[src/rtl/uart_tx_fifo.sv]
// UART transmitter (5-9 data bits, none/even/odd parity, 1-2 stop bits); `UART_TX_FIFO_EN selects a FIFO, else one holding register.
// Start bit falls one cycle after an idle accept; txReadyOUT low is the backpressure, loads while low are dropped and flagged.

`ifdef UART_TX_FIFO_EN
module uart_tx_fifo_buf #(
   parameter int WIDTH = 8,
   parameter int DEPTH = 16
) (
   input  logic                   i_clk,
   input  logic                   i_rst,
   input  logic                   i_wr_vld,
   input  logic [WIDTH-1:0]       i_wr_dat,
   output logic                   o_wr_rdy,
   input  logic                   i_rd_rdy,
   output logic                   o_rd_vld,
   output logic [WIDTH-1:0]       o_rd_dat,
   output logic [$clog2(DEPTH):0] o_count
);
   localparam int AW = $clog2(DEPTH);

   logic [WIDTH-1:0] r_mem [DEPTH];
   logic [AW-1:0]    r_wptr;
   logic [AW-1:0]    r_rptr;
   logic [AW:0]      r_count;
   logic             w_wr;
   logic             w_rd;

   assign o_wr_rdy = (r_count != (AW+1)'(DEPTH));
   assign o_rd_vld = (r_count != '0);
   assign o_rd_dat = r_mem[r_rptr];
   assign o_count  = r_count;
   assign w_wr     = i_wr_vld & o_wr_rdy;
   assign w_rd     = i_rd_rdy & o_rd_vld;

   always_ff @(posedge i_clk) begin
      if (i_rst) begin
         r_wptr  <= '0;
         r_rptr  <= '0;
         r_count <= '0;
      end else begin
         if (w_wr) r_wptr <= r_wptr + 1'b1;
         if (w_rd) r_rptr <= r_rptr + 1'b1;
         case ({w_wr, w_rd})
            2'b10:   r_count <= r_count + 1'b1;
            2'b01:   r_count <= r_count - 1'b1;
            default: ;
         endcase
      end
   end

   always_ff @(posedge i_clk) begin
      if (w_wr) r_mem[r_wptr] <= i_wr_dat;
   end
endmodule
`endif

module uart_tx_fifo #(
   parameter int CLOCK_FREQUENCY = 100_000_000,
   parameter int BAUD_RATE       = 9600,
   parameter int DATA_BITS       = 8,
   parameter int PARITY          = 0,
   parameter int STOP_BITS       = 1,
   parameter int FIFO_DEPTH      = 16
) (
   input  logic                        clockIN,
   input  logic                        txResetIN,
   input  logic [DATA_BITS-1:0]        txDataIN,
   input  logic                        txLoadIN,
   output logic                        txReadyOUT,
   output logic                        txIdleOUT,
   output logic                        txOverflowOUT,
   output logic [$clog2(FIFO_DEPTH):0] txCountOUT,
   output logic                        txOUT
);
   localparam int BIT_CLKS = CLOCK_FREQUENCY / BAUD_RATE;
   localparam int CW       = $clog2(BIT_CLKS);
   localparam int IW       = $clog2(DATA_BITS);
   localparam int CNTW     = $clog2(FIFO_DEPTH) + 1;

   localparam logic [CW-1:0] BIT_LAST  = CW'(BIT_CLKS - 1);
   localparam logic [IW-1:0] IDX_LAST  = IW'(DATA_BITS - 1);
   localparam logic          STOP_LAST = (STOP_BITS == 2);

   typedef enum logic [2:0] {S_IDLE, S_START, S_DATA, S_PARITY, S_STOP} state_t;

   state_t               r_state;
   logic [CW-1:0]        r_baud;
   logic [IW-1:0]        r_bit_idx;
   logic                 r_stop_idx;
   logic [DATA_BITS-1:0] r_shift;
   logic                 r_par;
   logic                 r_tx;
   logic                 r_ovf;

   logic                 w_ready;
   logic                 w_head_vld;
   logic [DATA_BITS-1:0] w_head_dat;
   logic                 w_pop;
   logic                 w_par;

   // Pop when idle, or on the final edge of the last stop bit so frames run back to back.
   assign w_pop = w_head_vld &&
                  ((r_state == S_IDLE) ||
                   (r_state == S_STOP && r_baud == '0 && r_stop_idx == STOP_LAST));
   assign w_par = (PARITY == 2) ? ~(^w_head_dat) : ^w_head_dat;

`ifdef UART_TX_FIFO_EN
   uart_tx_fifo_buf #(
      .WIDTH (DATA_BITS),
      .DEPTH (FIFO_DEPTH)
   ) u_buf (
      .i_clk    (clockIN),
      .i_rst    (txResetIN),
      .i_wr_vld (txLoadIN),
      .i_wr_dat (txDataIN),
      .o_wr_rdy (w_ready),
      .i_rd_rdy (w_pop),
      .o_rd_vld (w_head_vld),
      .o_rd_dat (w_head_dat),
      .o_count  (txCountOUT)
   );
`else
   logic                 r_hold_vld;
   logic [DATA_BITS-1:0] r_hold;
   logic                 w_wr;

   assign w_wr = txLoadIN & w_ready;

   // A write only lands when the register is empty, so it never collides with a pop.
   always_ff @(posedge clockIN) begin
      if (txResetIN) begin
         r_hold_vld <= 1'b0;
      end else if (w_wr) begin
         r_hold     <= txDataIN;
         r_hold_vld <= 1'b1;
      end else if (w_pop) begin
         r_hold_vld <= 1'b0;
      end
   end

   assign w_ready    = ~r_hold_vld;
   assign w_head_vld = r_hold_vld;
   assign w_head_dat = r_hold;
   assign txCountOUT = CNTW'(r_hold_vld);
`endif

   always_ff @(posedge clockIN) begin
      if (txResetIN) r_ovf <= 1'b0;
      else           r_ovf <= txLoadIN & ~w_ready;
   end

   always_ff @(posedge clockIN) begin
      if (txResetIN) begin
         r_state    <= S_IDLE;
         r_baud     <= '0;
         r_bit_idx  <= '0;
         r_stop_idx <= 1'b0;
         r_shift    <= '0;
         r_par      <= 1'b0;
         r_tx       <= 1'b1;
      end else begin
         case (r_state)
            S_IDLE: begin
               r_baud <= '0;
               if (w_pop) begin
                  r_state <= S_START;
                  r_baud  <= BIT_LAST;
                  r_shift <= w_head_dat;
                  r_par   <= w_par;
                  r_tx    <= 1'b0;
               end
            end
            S_START: begin
               if (r_baud != '0) begin
                  r_baud <= r_baud - 1'b1;
               end else begin
                  r_state   <= S_DATA;
                  r_baud    <= BIT_LAST;
                  r_bit_idx <= '0;
                  r_tx      <= r_shift[0];
                  r_shift   <= r_shift >> 1;
               end
            end
            S_DATA: begin
               if (r_baud != '0) begin
                  r_baud <= r_baud - 1'b1;
               end else if (r_bit_idx != IDX_LAST) begin
                  r_baud    <= BIT_LAST;
                  r_bit_idx <= r_bit_idx + 1'b1;
                  r_tx      <= r_shift[0];
                  r_shift   <= r_shift >> 1;
               end else if (PARITY != 0) begin
                  r_state <= S_PARITY;
                  r_baud  <= BIT_LAST;
                  r_tx    <= r_par;
               end else begin
                  r_state    <= S_STOP;
                  r_baud     <= BIT_LAST;
                  r_stop_idx <= 1'b0;
                  r_tx       <= 1'b1;
               end
            end
            S_PARITY: begin
               if (r_baud != '0) begin
                  r_baud <= r_baud - 1'b1;
               end else begin
                  r_state    <= S_STOP;
                  r_baud     <= BIT_LAST;
                  r_stop_idx <= 1'b0;
                  r_tx       <= 1'b1;
               end
            end
            S_STOP: begin
               if (r_baud != '0) begin
                  r_baud <= r_baud - 1'b1;
               end else if (r_stop_idx != STOP_LAST) begin
                  r_baud     <= BIT_LAST;
                  r_stop_idx <= 1'b1;
               end else if (w_pop) begin
                  r_state <= S_START;
                  r_baud  <= BIT_LAST;
                  r_shift <= w_head_dat;
                  r_par   <= w_par;
                  r_tx    <= 1'b0;
               end else begin
                  r_state <= S_IDLE;
                  r_baud  <= '0;
               end
            end
            default: begin
               r_state <= S_IDLE;
               r_tx    <= 1'b1;
            end
         endcase
      end
   end

   assign txOUT         = r_tx;
   assign txReadyOUT    = w_ready;
   assign txIdleOUT     = (r_state == S_IDLE) && !w_head_vld;
   assign txOverflowOUT = r_ovf;
endmodule

[config.mk]
export PLATFORM = sky130hd
export DESIGN_NAME = uart_tx_fifo
export DESIGN_NICKNAME = d
export VERILOG_FILES = /design/src/rtl/uart_tx_fifo.sv
export SDC_FILE = /design/constraint.sdc
export NUM_CORES = 1
export LEC_CHECK = 0
export BUFFER_PORTS_ARGS = -buffer_cell sky130_fd_sc_hd__buf_2
export CAP_MARGIN = 10
export CORE_ASPECT_RATIO = 1.5
export CORE_UTILIZATION = 63
export CTS_CLUSTER_SIZE = 14
export DETAILED_ROUTE_END_ITERATION = 8
export GPL_ROUTABILITY_DRIVEN = 0
export PLACE_DENSITY_LB_ADDON = 0.25
export SLEW_MARGIN = 0
export SYNTH_ARGS = -nofsm -noshare
export SYNTH_HDL_FRONTEND = slang
export SYNTH_SLANG_ARGS = --single-unit
[constraint.sdc]
create_clock -name clockIN -period 4.1 [get_ports clockIN]
set_clock_uncertainty 0.15 [all_clocks]
set_input_delay 0.82 -clock clockIN [delete_from_list [all_inputs] [get_ports clockIN]]
set_output_delay 0.82 -clock clockIN [all_outputs]
set_load 0.01 [all_outputs]
== Word-level counts from Yosys, hierarchy flattened ==
Index checks and enable logic that the tools add are counted.
W data, S select, Z words.

* Magnitude comparators: 0
* $add $sub $neg: 2
* Div/mod/pow operators: 0
* Reductions and logical operators: 21
* Bitwise operators: 5
* Multipliers: 0
* Shift operators: 0
* Multiplexer cells: 41
* Equality and inequality tests: 13

{| class="wikitable"
|+ Operator list
! cell !! number
|-
| $mux W14 || 4
|-
| $mux W8 || 6
|-
| $pmux W14 S3 || 1
|-
| $pmux W8 S4 || 1
|-
| $mux W3 || 10
|-
| $ne A2 B2 Y1 const B || 8
|-
| $mux W1 || 15
|-
| $pmux W3 S5 || 1
|-
| $logic_not A14 Y1 || 1
|-
| $reduce_bool A14 Y1 || 1
|-
| $sub A14 B1 Y14 const B || 1
|-
| $reduce_and A5 Y1 || 2
|-
| $reduce_and A7 Y1 || 1
|-
| $eq A3 B2 Y1 const B || 2
|-
| $pmux W3 S2 || 1
|-
| $reduce_and A6 Y1 || 1
|-
| $reduce_bool A3 Y1 || 2
|-
| $pmux W1 S5 || 1
|-
| $logic_and A1 B1 Y1 || 4
|-
| $reduce_and A4 Y1 || 1
|-
| $reduce_bool A2 Y1 || 2
|-
| $reduce_bool A4 Y1 || 1
|-
| $add A3 B1 Y3 const B || 1
|-
| $eq A3 B1 Y1 const B || 1
|-
| 10 further kinds || 13
|}

* Output and inout port bits: 9
* Input bits: 11
* Memories: 0
* Latch bits: 0
* Memory bits (writable): 0
* Logic and storage cells: 91
* Flip-flop bits (word level): 40
* Memory bits (read-only): 0

== Logic depth before layout (Yosys ltp) ==
Gate-level depths: netlist of the first run.

* Word-level depth: 9
* Depth in mapped cells: 9

== Worst setup path before layout of the first run ==
Ideal clock, no wire load.

* Path type: reg2reg
* Start: register r_baud[0]
* End: register r_baud[13]
* Data required time: 3.834 ns
* Setup time: 0.116 ns
* Arrival: 2.357 ns
* Cell stages (with the launch flop): 10
* Clock period less this slack: 2.623 ns
* Path slack: 1.477 ns
* Path through: dfxtp_1 -> inv_1 -> ha_1 -> or4b_2 -> or4_4 -> buf_6 -> buf_6 -> o211ai_1 -> o21ai_0 -> a31o_1

* Longest elaborated chain between the ends: 9

{| class="wikitable"
|+ Ends and longest elaborated chain
! what !! line !! source
|-
| from (decl) || 87 || <nowiki>logic [CW-1:0] r_baud;</nowiki>
|-
| from (signal assigned) || 175 || <nowiki>r_baud <= r_baud - 1'b1;</nowiki>
|-
| from (signal assigned) || 186 || <nowiki>r_baud <= r_baud - 1'b1;</nowiki>
|-
| from (signal assigned) || 205 || <nowiki>r_baud <= r_baud - 1'b1;</nowiki>
|-
| parallel branches: the longest is 8 deep, another holds $sub A14 B1 Y14 || -- ||
|-
| $pmux W14 S3 (*) || 162 || <nowiki>case (r_state)</nowiki>
|}

Every way passes the cells marked *.
A chain may end at the register's enable or synchronous reset.

== Worst setup path after layout of the first run ==
* Start: register r_baud[0]
* End: register r_shift[7]

* Longest elaborated chain between the ends: 9

{| class="wikitable"
|+ Ends and longest elaborated chain
! what !! line !! source
|-
| $logic_not A14 Y1 || 104 || <nowiki>(r_state == S_STOP && r_baud == '0 && r_stop_idx == STOP_LAST));</nowiki>
|-
| $logic_and A1 B1 Y1 (2 in series) || 104 ||
|-
| $logic_or A1 B1 Y1 || 103 || <nowiki>((r_state == S_IDLE) ||</nowiki>
|-
| $logic_and A1 B1 Y1 || 102 || <nowiki>assign w_pop = w_head_vld &&</nowiki>
|-
| $mux W8 (3 in series) || -- ||
|-
| $pmux W8 S4 || -- ||
|-
| to (signal assigned) || 168 || <nowiki>r_shift <= w_head_dat;</nowiki>
|-
| to (signal assigned) || 181 || <nowiki>r_shift <= r_shift >> 1;</nowiki>
|-
| to (signal assigned) || 191 || <nowiki>r_shift <= r_shift >> 1;</nowiki>
|-
| to (decl) || 90 || <nowiki>logic [DATA_BITS-1:0] r_shift;</nowiki>
|}

Parallel ways exist; a longest one is shown, timed or not. The select of a mux whose other input is x is not followed.

==> qor.yml, run 1 <==
setup_ws_ns: 1.23
relSlewSlack_pct: 52.8
max-cap-violations: 0
period_minus_slack_ns: 2.87
dieHeight_um: 72.2
drt-vias-per-instance: 6.00
cts.path.max_buffers: 2
ant_nets: 0
dieArea_mm2: 0.00352
final-setup-viol-count: 0
drt_iter0_drc: 89
instances_no_fill: 276
post-route-util_pct: 69.5
start_util_pct: 66.2
cts_tree: "built"
synth_edf_count: 8
synthCells: 226
cts_buffers: 5
syn_to_final_growth_pct: 5.08
port_buffers: 15
fp-row-count: 25
dpl_cell_area_mm2: 0.00209
dp_slack_ns: 1.23
grt_pass1_wl_um: 6970
synth.distinct_cells: 53
ys.flop_type: "dfxtp_1"
start_kind: "flop"
drive_gt1_share_pct: 16.9
tightestPinTransition_ns: 0.708
intPower_w: 0.000915
num_vias: 1656
critPathBufInv: 1
root_buffer: "clkbuf_8"
dp.cells: 268
setup-tns-final_ns: 0
fin_area_mm2: 0.00217
crit_type: "flop to flop"
synth.avg_cell_area_um2: 9.16
hold_viol: 0
synth_seq_cells: 39
mostFrequentLayoutCells: "nor2_1, dfxtp_1, buf_2"
slew_viol_final: 0
min_path_type: "flop to flop"
grt_overflow_total: 0
clk_latency_ns: 0.29
async_flop_share_pct: 0
core_mm2: 0.00313
peakVddDrop_v: 0.000508
syn-cell-area_mm2: 0.00207
cp_data_required_time_ns: 4.12
wl_per_cell_um: 15.2
dr.pass1.iters: 4
path_cells: "inv_1 -> ha_1 -> or4b_2 -> or4_4 -> a21oi_4 -> mux2i_1 -> nor2_1"
cp_max_fo: 16
worst_setup_path_end_kind: "flop"
slowest_stage: "or4b_2"
drt-total-wl_um: 4190
drc: 0
grt_setup_unrepaired: "no"
ctsHoldBuffers: 0
track_usage_pct: 25.9
die_w_um: 48.8
pwr-share-comb_pct: 48.7
path_delay_family: "simple AND/OR/NAND/NOR gates"
dp_hpwl_um: 2970
finalCritPeriodShare_pct: 70.1
p_clk_share_pct: 15.4
antenna_found_initial: 0
final_nets: 249
p_leak_nw: 0.827
seqPwrFrac_pct: 35.9
clkSinkCount: 39
cts_setup_buffers: 0
final_common_cell: "nor2_1"
net-switching-power_w: 0.000679
post_cts_resized: 0
ys_seq_area_share_pct: 41.6
clk_pin_slew_ns: 0.07
pwr_density_cell_mw_per_mm2: 733
max_stage_delay_ns: 0.66
io_pins: 20
status: "finished, final reports clean"
grt_max_degree: 25
first_global_vias: 1648
swShare_pct: 42.6
max_freq_ghz: 0.348
arrival_ns: 2.90
htree_levels: 2
num_antenna_cells: 0
ys_warn_count: 0
==> worst register-to-register path: cells and delay by family (launching register included) <==
kind                     cells  cell delay, ns
AND/OR/NAND/NOR              3            1.27
AO/OA/AOI/OAI                1            0.40
flip-flops                   1            0.36
adder cells (fa/ha/maj)      1            0.24
multiplexers                 1            0.23
buffers and inverters        1            0.10
==> through the flow <==
step                power, W  hold WS, ns
detailed placement   0.00135        0.329
CTS                  0.00160        0.339
global route         0.00170        0.367
finish               0.00159        0.331
floorplan            0.00126        0.290
global placement     0.00131        0.300
==> power by group through the flow <==
stage               Clock (W)  Combinational [W]  Sequential, W
finish               0.000245           0.000776       0.000573
floorplan                   0           0.000715       0.000547
detailed placement          0           0.000771       0.000578
global placement            0           0.000738       0.000570
global route         0.000265           0.000848       0.000584
CTS                  0.000251           0.000775       0.000570
==> cells in the mapped netlist (4+ instances only) <==
cell	count	share of area, %
nand3_1	7	1.7
nor2_1	40	7.3
nor3_1	10	2.4
dfxtp_1	31	30
nor3b_1	5	1.8
o21ai_0	10	2.4
or2_2	4	1.2
a21o_1	4	1.5
mux2i_1	8	3.9
a21oi_1	8	1.9
buf_6	5	2.7
xnor2_1	4	1.7
edfxtp_1	8	12
clkbuf_1	6	1.1
a211oi_1	7	2.5
buf_4	5	1.8
inv_1	4	0.73
nand2_1	9	1.6
==> path summary, 6_finish.rpt <==
kind | start | endpoint | slack [ns] | depth (start not counted)
min | r_bit_idx[1] | r_bit_idx[1] | 0.33 | 2
max reg2reg | r_baud[0] | r_shift[7] | 1.23 | 7
max | r_baud[0] | r_shift[7] | 1.23 | 7
min reg2reg | r_bit_idx[1] | r_bit_idx[1] | 0.33 | 2
==> metal layers <==
metal  GRT usage, %  vias to the layer above  part of all wire [%]
met5              0                        -                     0
met4           18.3                        0                   2.7
met3           5.87                       11                   3.9
met2           44.1                       40                    52
met1           28.3                      777                    41
li1               -                      828                     -
==> logic make-up (layout without fill, tap and decap cells) <==
kind of cell,after synthesis,after routing,share of synthesized area [%]
adder cells (fa/ha/maj),3,3,1.81
buffers and inverters,22,29,7.01
AND/OR/NAND/NOR,98,98,25.5
other,1,4,0.181
XOR/XNOR,6,6,2.54
AO/OA/AOI/OAI,49,49,17.5
flip-flops,39,39,41.6
multiplexers,8,8,3.87
==> flip-flops by register name, summed over array words and instances, names as in the netlist <==
signal,flops
r_baud,14
r_hold_vld,1
r_state,3
r_bit_idx,3
r_shift,8
r_hold,8
txOUT,1
txOverflowOUT,1
==> layout make-up <==
type	instances	area (um^2)
Fill cell	247	953
Clock buffer	5	68.8
Sequential cell	39	861
Tap cell	40	50.0
Timing Repair Buffer	17	90.1
Clock inverter	3	15.0
Multi-Input combinational cell	168	1070
Inverter	4	15.0
Note: power is estimated with default switching activity, not from simulation.
==> run 2, diff against run 1 <==
- CORE_UTILIZATION: 63 -> 58
- clock period: 4.1 -> 2.7 ns (I/O delays scaled with it)
==> run 2 against run 1 <==
Net effect:
- sequential power is 47% higher
- first-iteration DRC count is 51% lower
- global-route usage down 1.1 points
- power grew 63%
- core utilization is 2.4 points lower
- fmax up 11%
- critical endpoint is now r_baud[7]
- design area rose by 5.4%
- worst hold slack worse by 0.068 ns
- cell count up 5.4%
- routed wire length fell by 0.81%
==> qor.yml, run 2 (same netlist as run 1, synthesis figures left out) <==
port_buffers: 15  # unchanged
track_usage_pct: 24.8  # -1.1 points
status: "finished, final reports clean"
swShare_pct: 41.2  # -1.4 points
slowest_stage: "or4b_2"
cp_max_fo: 9  # -7
max_freq_ghz: 0.385  # +11%
largest_reg_flops: 14  # unchanged
period_minus_slack_ns: 2.60  # -0.275 ns
peakVddDrop_v: 0.000623  # +23%
ant_nets: 0  # unchanged
cts_tree: "built"
post-route-util_pct: 67.1  # -2.4 points
die_w_um: 50.8  # +4.0%
pwr-share-comb_pct: 52.4  # +3.7 points
seqPwrFrac_pct: 32.4  # -3.5 points
dieHeight_um: 75.2  # +4.1%
start_util_pct: 60.6  # -5.6 points
intPower_w: 0.00153  # +67%
hold_viol: 0  # unchanged
tightestPinTransition_ns: 0.696  # -0.0114 ns
crit_type: "flop to flop"
p_total_w: 0.00260  # +63%
top_register: "r_baud"
nFillCells: 297  # +20%
mostFrequentLayoutCells: "nor2_1, dfxtp_1, buf_2"
dp.cells: 282  # +5.2%
final_nets: 262  # +5.2%
register_area_um2: 861  # unchanged
instances_no_fill: 291  # +5.4%
num_antenna_cells: 0  # unchanged
p_clk_share_pct: 15.3  # about the same
drt-total-wl_um: 4160  # -0.81%
fp-row-count: 26  # +4.0%
cp_data_required_time_ns: 2.72  # -1.40 ns
root_buffer: "clkbuf_8"
core_mm2: 0.00342  # +9.2%
cts.path.max_buffers: 2  # unchanged
p_leak_nw: 0.898  # +8.5%
pwr_density_cell_mw_per_mm2: 1130  # +55%
drive_gt1_share_pct: 22.1  # +5.1 points
max_stage_delay_ns: 0.60  # -0.06 ns
htree_levels: 2  # unchanged
min_path_type: "input port to flop"
multi_input_area_mm2: 0.00107  # unchanged
grt_setup_unrepaired: "no"
first_global_vias: 1593  # -3.3%
grt_max_degree: 25  # unchanged
drc: 0  # unchanged
final_common_cell: "nor2_1"
dr.pass1.iters: 4  # unchanged
syn_to_final_growth_pct: 10.8
clk_latency_ns: 0.30  # about the same
net-switching-power_w: 0.00107  # +58%
clk_pin_slew_ns: 0.08  # about the same
io_pins: 20  # unchanged
slew_viol_final: 0  # unchanged
grt_overflow_total: 0  # unchanged
drt-vias-per-instance: 5.82  # -3.0%
drt_iter0_drc: 44  # -51%
path_cells: "inv_1 -> ha_1 -> or4b_2 -> or4_4 -> buf_4 -> nand2_1 -> a21o_1 -> a311oi_1"
arrival_ns: 2.62  # -0.28 ns
relSlewSlack_pct: 53.1  # +0.33 points
dp_hpwl_um: 3040  # +2.3%
wl_per_cell_um: 14.3  # -5.9%
finalCritPeriodShare_pct: 96.2  # +26 points
reg.largest.list: "r_baud (14), r_hold (8), r_shift (8)"
cts_buffers: 5  # unchanged
final-setup-viol-count: 0  # unchanged
dieArea_mm2: 0.00382  # +8.3%
max-cap-violations: 0  # unchanged
start_kind: "flop"
ctsHoldBuffers: 0  # unchanged
setup-tns-final_ns: 0  # unchanged
clkSinkCount: 39  # unchanged
worst_setup_path_end_kind: "flop"
num_vias: 1693  # +2.2%
grt_pass1_wl_um: 6910  # -0.90%
antenna_found_initial: 0  # unchanged
[run 2: power by group through the flow]
stage	Sequential, W	Clock, W	Combinational (W)
finish	0.000840	0.000396	0.00136
global route	0.000857	0.000422	0.00152
CTS	0.000841	0.000405	0.00133
detailed placement	0.000853	0	0.00132
global placement	0.000847	0	0.00130
floorplan	0.000830	0	0.00109
[run 2: routing by layer]
metal | routed length, um | global-route usage [%] | share of wire, %
met1 | 1690 | 26.3 | 41
met2 | 2230 | 45.9 | 54
met3 | 132 | 5.05 | 3.2
met4 | 98 | 13.0 | 2.4
met5 | 0 | 0 | 0
[run 2: layout make-up]
class                   instances  area share [%]
well taps                      42            2.29
clock buffers                   5            3.00
clock inverters                 3           0.873
multi-input cells             168            46.9
repair buffers                 30            8.73
inverters                       4           0.655
flip-flops and latches         39            37.6
[run 2: through the flow]
stage,hold slack [ns],setup slack (ns),instance area (um^2)
after global routing,0.257,0.00343,2290
after floorplan,0.290,0.0773,2080
after detailed placement,0.305,0.0939,2180
final,0.263,0.101,2290
after CTS,0.258,0.0725,2270
after global placement,0.299,0.133,2180
[run 2: critical path: cells and delay by family (launching register included)]
kind	cells	cell delay, ns
fa+ha+maj	1	0.16
compound gates	2	0.36
simple gates	3	1.22
buf+inv	2	0.26
flops	1	0.31
[run 2: timing repair]
action / CTS / global route
buffers inserted: 0 / 1
gates resized for setup: 0 / 0
setup endpoints to repair: 0 / 2
[run 2: final timing paths]
kind | startpoint | to | slack (ns) | depth (start not counted)
setup / recovery | r_baud[0] | r_baud[7] | 0.10 | 8
hold / removal | txDataIN[4] | r_hold[4] | 0.26 | 1
setup reg to reg | r_baud[0] | r_baud[7] | 0.10 | 8
hold reg to reg | r_bit_idx[1] | r_bit_idx[1] | 0.31 | 2
==> run 3, diff against run 2 <==
- CORE_ASPECT_RATIO: 1.5 -> default
==> run 3 against run 2 <==
Net effect:
- fmax increased by 2.1%
- power grew 3.0%
- sequential share of layout area shrank 0.62 points
- via count grew 2.1%
- core utilization grew 1.7 points
- worst setup slack improved by 0.053 ns
- largest power group unchanged
- critical path depth stayed put
- routed wire length is 1.6% lower
- sequential power decreased by 0.5%
- combinational power rose by 7%
- global-route usage is 1.7 points lower
==> qor.yml, run 3 (same netlist as run 1, synthesis figures left out) <==
status: "finished, final reports clean"
drt_iter0_drc: 214  # +390%
reg.largest.list: "r_baud (14), r_hold (8), r_shift (8)"
htree_levels: 2  # unchanged
dp_slack_ns: 0.0343  # -0.0595 ns
register_area_um2: 861  # unchanged
wl_per_cell_um: 13.7  # -3.9%
grt_setup_unrepaired: "no"
final_nets: 265  # +1.1%
min_path_type: "input port to flop"
antenna_found_initial: 0  # unchanged
slowest_stage: "or4_4"
r2r_cells: 8  # unchanged
drt-vias-per-instance: 5.80  # -0.33%
clkSinkCount: 39  # unchanged
start_kind: "flop"
dieHeight_um: 61.7  # -18%
core_mm2: 0.00339  # -0.77%
grt_max_degree: 25  # unchanged
nFillCells: 276  # -7.1%
max_freq_ghz: 0.393  # +2.1%
peakVddDrop_v: 0.000698  # +12%
start_util_pct: 61.1  # +0.47 points
relSlewSlack_pct: 65.0  # +12 points
tightestPinTransition_ns: 0.524  # -0.172 ns
max-cap-violations: 0  # unchanged
ant_nets: 0  # unchanged
max_stage_delay_ns: 0.61  # about the same
crit_type: "flop to flop"
io_pins: 20  # unchanged
post-route-util_pct: 68.8  # +1.7 points
multi_input_area_mm2: 0.00109  # +1.0%
syn_to_final_growth_pct: 12.6
worst_setup_path_end_kind: "flop"
root_buffer: "clkbuf_4"
path_delay_family: "simple AND/OR/NAND/NOR gates"
die_w_um: 61.7  # +22%
hold_viol: 0  # unchanged
num_vias: 1728  # +2.1%
use_met3_pct: 5.59  # +0.54 points
path_cells: "inv_1 -> ha_1 -> or4b_4 -> or4_4 -> buf_4 -> o211ai_1 -> o21ai_0 -> a31o_1"
dieArea_mm2: 0.00381  # -0.12%
drc: 0  # unchanged
dr.pass1.iters: 4  # unchanged
setup-tns-final_ns: 0  # unchanged
drt-total-wl_um: 4090  # -1.6%
cts_tree: "built"
grt_util_met2_pct: 35.8  # -10 points
cp_data_required_time_ns: 2.81  # +0.09 ns
dp_hpwl_um: 2830  # -6.7%
clk_pin_slew_ns: 0.12  # +0.04 ns
cts.path.max_buffers: 2  # unchanged
drive_gt1_share_pct: 23.0  # +0.93 points
num_antenna_cells: 0  # unchanged
largest_reg_flops: 14  # unchanged
final-setup-viol-count: 0  # unchanged
grt_overflow_total: 0  # unchanged
p_leak_nw: 0.922  # +2.7%
grt_pass1_wl_um: 6290  # -9.0%
critPathBufInv: 2  # unchanged
finalCritPeriodShare_pct: 94.3  # -2.0 points
worstSetupPathDepth: 8  # unchanged
fp-row-count: 21  # -19%
final_common_cell: "nor2_1"
mostFrequentLayoutCells: "nor2_1, dfxtp_1, buf_4"
track_usage_pct: 23.1  # -1.7 points
arrival_ns: 2.65  # +0.03 ns
cts_buffers: 5  # unchanged
slew_viol_final: 0  # unchanged
first_global_vias: 1415  # -11%
port_buffers: 15  # unchanged
period_minus_slack_ns: 2.55  # -0.0527 ns
grt-busiest-layer: "met2"
cp_max_fo: 6  # -3
holdPathStages: 1  # unchanged
top_register: "r_baud"
pwr_density_cell_mw_per_mm2: 1150  # +1.3%
clk_latency_ns: 0.36  # +0.06 ns
setup_ws_ns: 0.154  # +0.0527 ns
gr-usage-met1_pct: 31.3  # +5.0 points
## run 3: area by class of cell
| type | instances | area share, % |
|---|---|---|
| Tap cell | 46 | 2.47 |
| Timing Repair Buffer | 33 | 10.1 |
| Inverter | 4 | 0.644 |
| Clock inverter | 3 | 1.66 |
| Sequential cell | 39 | 36.9 |
| Multi-Input combinational cell | 168 | 46.6 |
| Clock buffer | 5 | 1.61 |
## run 3: per-layer routing
metal / part of all wire, % / vias to the layer above
li1: - / 862
met1: 48 / 801
met2: 45 / 58
met3: 5.2 / 7
met4: 1.8 / 0
met5: 0 / -
## run 3: final timing paths
check	startpoint	slack [ns]	end
setup / recovery	r_baud[0]	0.15	r_baud[13]
hold reg to reg	r_bit_idx[1]	0.32	r_bit_idx[1]
setup reg to reg	r_baud[0]	0.15	r_baud[13]
hold / removal	txDataIN[6]	0.20	r_hold[6]
## run 3: metrics by stage
stage | instances | hold slack (ns) | total power (W) | instance area [um^2]
after floorplan | 229 | 0.290 | 0.00192 | 2080
after global placement | 287 | 0.299 | 0.00212 | 2200
after detailed placement | 287 | 0.308 | 0.00214 | 2200
after CTS | 296 | 0.191 | 0.00257 | 2290
after global routing | 298 | 0.176 | 0.00287 | 2330
final | 298 | 0.203 | 0.00267 | 2330
## run 3: report_power, final
part	switching (W)	internal, W
clock network	0.000197	0.000190
logic	0.000768	0.000682
registers	0.000108	0.000728
total	0.00107	0.00160
## run 3: what timing repair did
action / CTS / global route
hold buffers: 0 / 0
gates resized for setup: 0 / 4
pin swaps: 1 / 1
setup endpoints to repair: 3 / 4
setup buffers: 1 / 2
